<file path="src/rtl/mono_mode_ctrl.sv">
// Frame-synchronous monochrome mode controller: merges button/hotkey/CPU requests
// into a pending target and commits it to `mode` at vsync start (or on timeout).
module mono_mode_ctrl #(
  parameter int unsigned DEBOUNCE_CYCLES  = 1_000_000,
  parameter int unsigned VS_TIMEOUT       = 2_000_000,
  parameter bit          VSYNC_ACTIVE_LOW = 1'b1,
  parameter logic [1:0]  RESET_MODE       = 2'b00
) (
  input  logic       CLK_50MHZ,
  input  logic       rst,
  input  logic       btn_n,
  input  logic       kbd_cycle,
  input  logic       cpu_we,
  input  logic [1:0] cpu_mode,
  input  logic       vsync,
  output logic [1:0] mode,
  output logic       pending,
  output logic       mode_changed
);

  localparam int unsigned DB_W = (DEBOUNCE_CYCLES > 2) ? $clog2(DEBOUNCE_CYCLES) : 1;
  localparam int unsigned TO_W = (VS_TIMEOUT > 2) ? $clog2(VS_TIMEOUT) : 1;
  localparam logic [DB_W-1:0] DB_MAX = DB_W'(DEBOUNCE_CYCLES - 1);
  localparam logic [TO_W-1:0] TO_MAX = TO_W'(VS_TIMEOUT - 1);
  localparam logic VS_IDLE = VSYNC_ACTIVE_LOW;

  logic            r_btn_s1, r_btn_s2, r_b_stable, r_b_stable_d;
  logic [DB_W-1:0] r_db_cnt;
  logic            r_vs_s1, r_vs_s2, r_vs_d, r_vs_evt;
  logic [TO_W-1:0] r_to_cnt;
  logic [1:0]      r_tgt, r_mode;
  logic            r_pending, r_mode_changed;

  logic            w_btn_evt, w_vs_edge, w_commit, w_adv;
  logic [1:0]      w_tgt_nxt;

  // Press event only: stable level going high->low
  assign w_btn_evt = r_b_stable_d & ~r_b_stable;
  assign w_vs_edge = (r_vs_s2 != VS_IDLE) & (r_vs_d == VS_IDLE);
  assign w_commit  = r_vs_evt | (r_to_cnt == TO_MAX);
  assign w_adv     = w_btn_evt | kbd_cycle;

  // The committed value equals r_tgt, so r_tgt is always the advance base
  always_comb begin
    w_tgt_nxt = r_tgt;
    if (cpu_we)     w_tgt_nxt = cpu_mode;
    else if (w_adv) w_tgt_nxt = r_tgt + 2'd1;
  end

  always_ff @(posedge CLK_50MHZ) begin
    if (rst) begin
      r_btn_s1     <= 1'b1;
      r_btn_s2     <= 1'b1;
      r_b_stable   <= 1'b1;
      r_b_stable_d <= 1'b1;
      r_db_cnt     <= '0;
    end else begin
      r_btn_s1     <= btn_n;
      r_btn_s2     <= r_btn_s1;
      r_b_stable_d <= r_b_stable;
      if (r_btn_s2 == r_b_stable) begin
        r_db_cnt <= '0;
      end else if (r_db_cnt == DB_MAX) begin
        r_b_stable <= r_btn_s2;
        r_db_cnt   <= '0;
      end else begin
        r_db_cnt <= r_db_cnt + 1'b1;
      end
    end
  end

  always_ff @(posedge CLK_50MHZ) begin
    if (rst) begin
      r_vs_s1  <= VS_IDLE;
      r_vs_s2  <= VS_IDLE;
      r_vs_d   <= VS_IDLE;
      r_vs_evt <= 1'b0;
      r_to_cnt <= '0;
    end else begin
      r_vs_s1  <= vsync;
      r_vs_s2  <= r_vs_s1;
      r_vs_d   <= r_vs_s2;
      r_vs_evt <= w_vs_edge;
      if (r_vs_evt || w_commit)  r_to_cnt <= '0;
      else if (r_to_cnt != TO_MAX) r_to_cnt <= r_to_cnt + 1'b1;
    end
  end

  always_ff @(posedge CLK_50MHZ) begin
    if (rst) begin
      r_tgt          <= RESET_MODE;
      r_mode         <= RESET_MODE;
      r_pending      <= 1'b0;
      r_mode_changed <= 1'b0;
    end else begin
      r_tgt          <= w_tgt_nxt;
      r_pending      <= (r_tgt != r_mode);
      r_mode_changed <= w_commit && (r_tgt != r_mode);
      if (w_commit) r_mode <= r_tgt;
    end
  end

  assign mode         = r_mode;
  assign pending      = r_pending;
  assign mode_changed = r_mode_changed;

endmodule

</file>
<file path="config.mk">
export PLATFORM = sky130hd
export DESIGN_NAME = mono_mode_ctrl
export DESIGN_NICKNAME = d
export VERILOG_FILES = /design/src/rtl/mono_mode_ctrl.sv
export SDC_FILE = /design/constraint.sdc
export NUM_CORES = 1
export LEC_CHECK = 0
export ABC_AREA = 1
export ABC_CLOCK_PERIOD_IN_PS = 2200
export CAP_MARGIN = 20
export CORE_MARGIN = 2
export CORE_UTILIZATION = 33
export CTS_CLUSTER_DIAMETER = 60
export CTS_CLUSTER_SIZE = 16
export DETAILED_ROUTE_END_ITERATION = 16
export REMOVE_ABC_BUFFERS = 1
export SETUP_SLACK_MARGIN = 0.5
export SLEW_MARGIN = 10
export SYNTH_ARGS = -nofsm -noshare
export SYNTH_HDL_FRONTEND = slang
export SYNTH_SLANG_ARGS = --single-unit
</file>
<file path="constraint.sdc">
create_clock -name CLK_50MHZ -period 2.2 [get_ports CLK_50MHZ]
set_clock_uncertainty 0.1 [all_clocks]
set_input_delay 0.66 -clock CLK_50MHZ [delete_from_list [all_inputs] [get_ports CLK_50MHZ]]
set_output_delay 0.66 -clock CLK_50MHZ [all_outputs]
set_load 0.01 [all_outputs]
</file>
==> key figures <==
Run status
  – Outcome: finished clean

Worst setup path
  – R2R cell count: 8
  – Worst setup EP type: output port
  – CP max-delay cell: dfxtp_1
  – Worst r2r dst: r_to_cnt[3]
  – FF-to-FF Start: r_to_cnt[1]
  – FF-to-FF setup slack: 0.63 ns
  – CP Max Fanout: 1
  – Family with the most delay on the worst path: flip-flops
  – Worst path cell trace: dlygate4sd2_1
  – CP Class: reg -> out
  – WP data arrival: 0.90 ns
  – Startpoint Class: register
  – Crit path buffers/inverters: 1
  – CP Data Required Time: 1.44 ns
  – Max stage delay on crit path: 0.31 ns

Power and ir drop
  – Maximum VDD drop: 329.0 uV
  – PD cells: 561.6 nW/um2
  – Total power: 1.841 mW
  – Leak Pwr: 1.031 nW

Synth
  – Top cells by area, synth: dfxtp_1 39%, nand2_1 12%, nor2_1 8.0%, inv_1 4.3%, xor2_1 3.7%
  – Syn avg cell area: 7.407 um2
  – Largest family of logic cells by synthesized area: simple AND/OR/NAND/NOR gates
  – Flops & latches, synth: 55
  – Synth area leader: dfxtp_1
  – Top cells by instance count after synthesis: 88 x nand2_1, 61 x nor2_1, 55 x dfxtp_1, 33 x inv_1, 16 x a21oi_1
  – Post-Synth Adder-Cell Area: 0.8753%
  – Post-synth cell types: 29
  – Top cell type's share of synthesized area: 38.51%
  – Post-synth EDFFs: 0
  – Mux cell area share after synthesis: 0%
  – Synth Instances: 386
  – Synth Area in Compound Gates: 8.534%
  – Mapped Area: 2859 um2
  – Yosys warns: 0
  – Seq/Total Area, Yosys: 38.51%
  – Count leader, synth: nand2_1
  – Synth Area in XOR/XNOR: 5.821%
  – Async S/R FF share, synth: 0%
  – Simple-Gate Fraction of Synth Area: 39.08%
  – Main synth FF type: dfxtp_1

Routing
  – Iter 0 DRT Violations: 78
  – Met3 routed WL: 146 um
  – Vias/cell: 4.705
  – Met2 WL: 2757 um
  – Met1 WL: 2851 um
  – Remaining DRCs: 0
  – Vias: 2428
  – Highest metal used: met4
  – Total Wirelength: 5832 um
  – Post-route ant nets: 0
  – Drt wl/cell: 11.30 um
  – DR pass1 iterations: 7

GRT
  – Initial antenna violation count: 0
  – Final global-route overflow total: 0
  – First-pass GRT wire length: 10050 um
  – GRT Overall Usage: 12.63%
  – Vias in the first global route: 2293
  – Largest net degree at the start of global routing: 22

Placement
  – IO buf count: 11
  – Final HPWL DP: 4134 um
  – Placer Congestion: 0.8723

CTS
  – Hold_buf cts: 0
  – Number of buffers created by CTS: 5
  – CTS tree: yes
  – Later-pin clock latency in the skew report: 0.32 ns
  – CTS root buf: clkbuf_8
  – Clk pin slew, worst setup/hold paths: 0.10 ns
  – Bufs on Longest Clock Path: 2
  – Clk sinks: 55
  – Htree depth: 2

Timing
  – Final setup fails: 0
  – Hold WS: 0.3153 ns
  – Post-layout min period: 1.658 ns
  – Least-Margin Pin Slew: 0.4003 ns
  – Final Cycle Share: 75.36%
  – Slew margin rel.: 73.29%
  – Final Hold Vio Count: 0
  – Max Slew Vio Count: 0
  – Setup TNS: 0 ns
  – RSZ-0062 raised after global routing: no
  – Max Freq: 603.2 MHz

Floorplan
  – Core area: 8299 um2
  – # IOs: 12
  – Die height: 97.08 um
  – Initial Utilization: 34.45%
  – Row Count: 33
  – DIE AREA: 9425 um2
  – Die Wd: 97.08 um

Min path
  – Hold Path End: r_vs_evt
  – Hold Path Stages: 2
  – Hold Crit Class: reg -> reg
  – Hold Startpoint: r_vs_d

Final layout
  – Nets@finish: 420
  – Syn-to-layout area delta: 14.66%
  – Fraction of layout cells with a size suffix above 1: 19.95%
  – Fill cell count: 831
  – Diode count: 0

Flow run
  – Max_cap viols: 0
-- stage by stage --
| step | setup slack [ns] | std cells | instance area (um2) | utilization (%) |
|---|---|---|---|---|
| after floorplan | 0.5485 | 381 | 2793 | - |
| after global placement | 0.1673 | 500 | 3057 | 36.83 |
| after detailed placement | 0.08944 | 500 | 3057 | 36.83 |
| after CTS | 0.4332 | 511 | 3216 | 38.75 |
| after global routing | 0.5030 | 516 | 3278 | 39.50 |
| final | 0.5421 | 516 | 3278 | 39.50 |
-- worst max-delay path by stage --
stage                         endpoint  slack, ns         start  depth (start not counted)
after floorplan           r_db_cnt[11]       0.55   r_db_cnt[0]                          6
after CTS                      mode[0]       0.43       mode[0]                          1
after global placement     r_db_cnt[2]       0.17           rst                          7
after global routing      mode_changed       0.50  mode_changed                          1
final                     mode_changed       0.54  mode_changed                          1
after detailed placement   r_db_cnt[2]       0.09           rst                          7
-- metal layers --
layer  global-route usage (%)  up-vias
li1                         -     1284
met1                    16.05     1101
met2                    21.69       35
met3                    2.158        8
met4                    4.225        0
met5                        0        -
-- cells by family (layout without fill, tap and decap cells) --
| kind of cell | after synthesis | count (layout) |
|---|---|---|
| simple gates | 228 | 231 |
| flops | 55 | 55 |
| xor+xnor | 19 | 19 |
| compound gates | 40 | 40 |
| fa+ha+maj | 2 | 2 |
| buf+inv | 42 | 64 |
-- cell usage in the layout (no fill, tap or decap), drive strengths merged --
| cell | instances |
|---|---|
| nand2 | 94 |
| nor2 | 80 |
| dfxtp | 55 |
| inv | 39 |
| a21oi | 27 |
| nand3 | 24 |
| xor2 | 12 |
| o21ai | 12 |
| nand4 | 11 |
| or2 | 10 |
| buf | 8 |
| xnor2 | 7 |
| clkdlybuf4s50 | 7 |
| clkbuf | 7 |
| nand3b | 6 |
| nor3 | 4 |
| and2 | 2 |
| ha | 2 |
| o21bai | 1 |
| bufinv | 1 |
| dlygate4sd2 | 1 |
| clkdlybuf4s15 | 1 |
-- flip-flops by register name, indices dropped and copies added (netlist names) --
name	count
r_to_cnt	21
r_db_cnt	20
mode	2
r_tgt	2
mode_changed	1
pending	1
r_b_stable	1
r_b_stable_d	1
r_btn_s1	1
r_btn_s2	1
r_vs_d	1
r_vs_evt	1
r_vs_s1	1
r_vs_s2	1
-- final cells by class --
cell class	instances	area, um2	share of cell area, %
multi-input cells	292	1608	49.05
clock buffers	5	68.82	2.099
well taps	105	131.4	4.008
inverters	37	138.9	4.237
flip-flops and latches	55	1106	33.74
repair buffers	19	175.2	5.344
clock inverters	3	50.05	1.527
-- where the power goes --
| group | internal, mW | leakage, nW | switching, mW |
|---|---|---|---|
| combinational | 0.0475 | 0.523 | 0.0494 |
| sequential | 1.01 | 0.447 | 0.0130 |
| clock | 0.352 | 0.0607 | 0.367 |
| total | 1.41 | 1.03 | 0.429 |
-- timing repair --
action | in CTS | in global routing
setup endpoints to repair | 24 | 45
gates cloned | 0 | 3
pin swaps | 0 | 2
gates resized for setup | 8 | 11
setup buffers | 3 | 2
endpoints found under the hold margin | 0 | 0
Power figures use the tool's default switching activity.
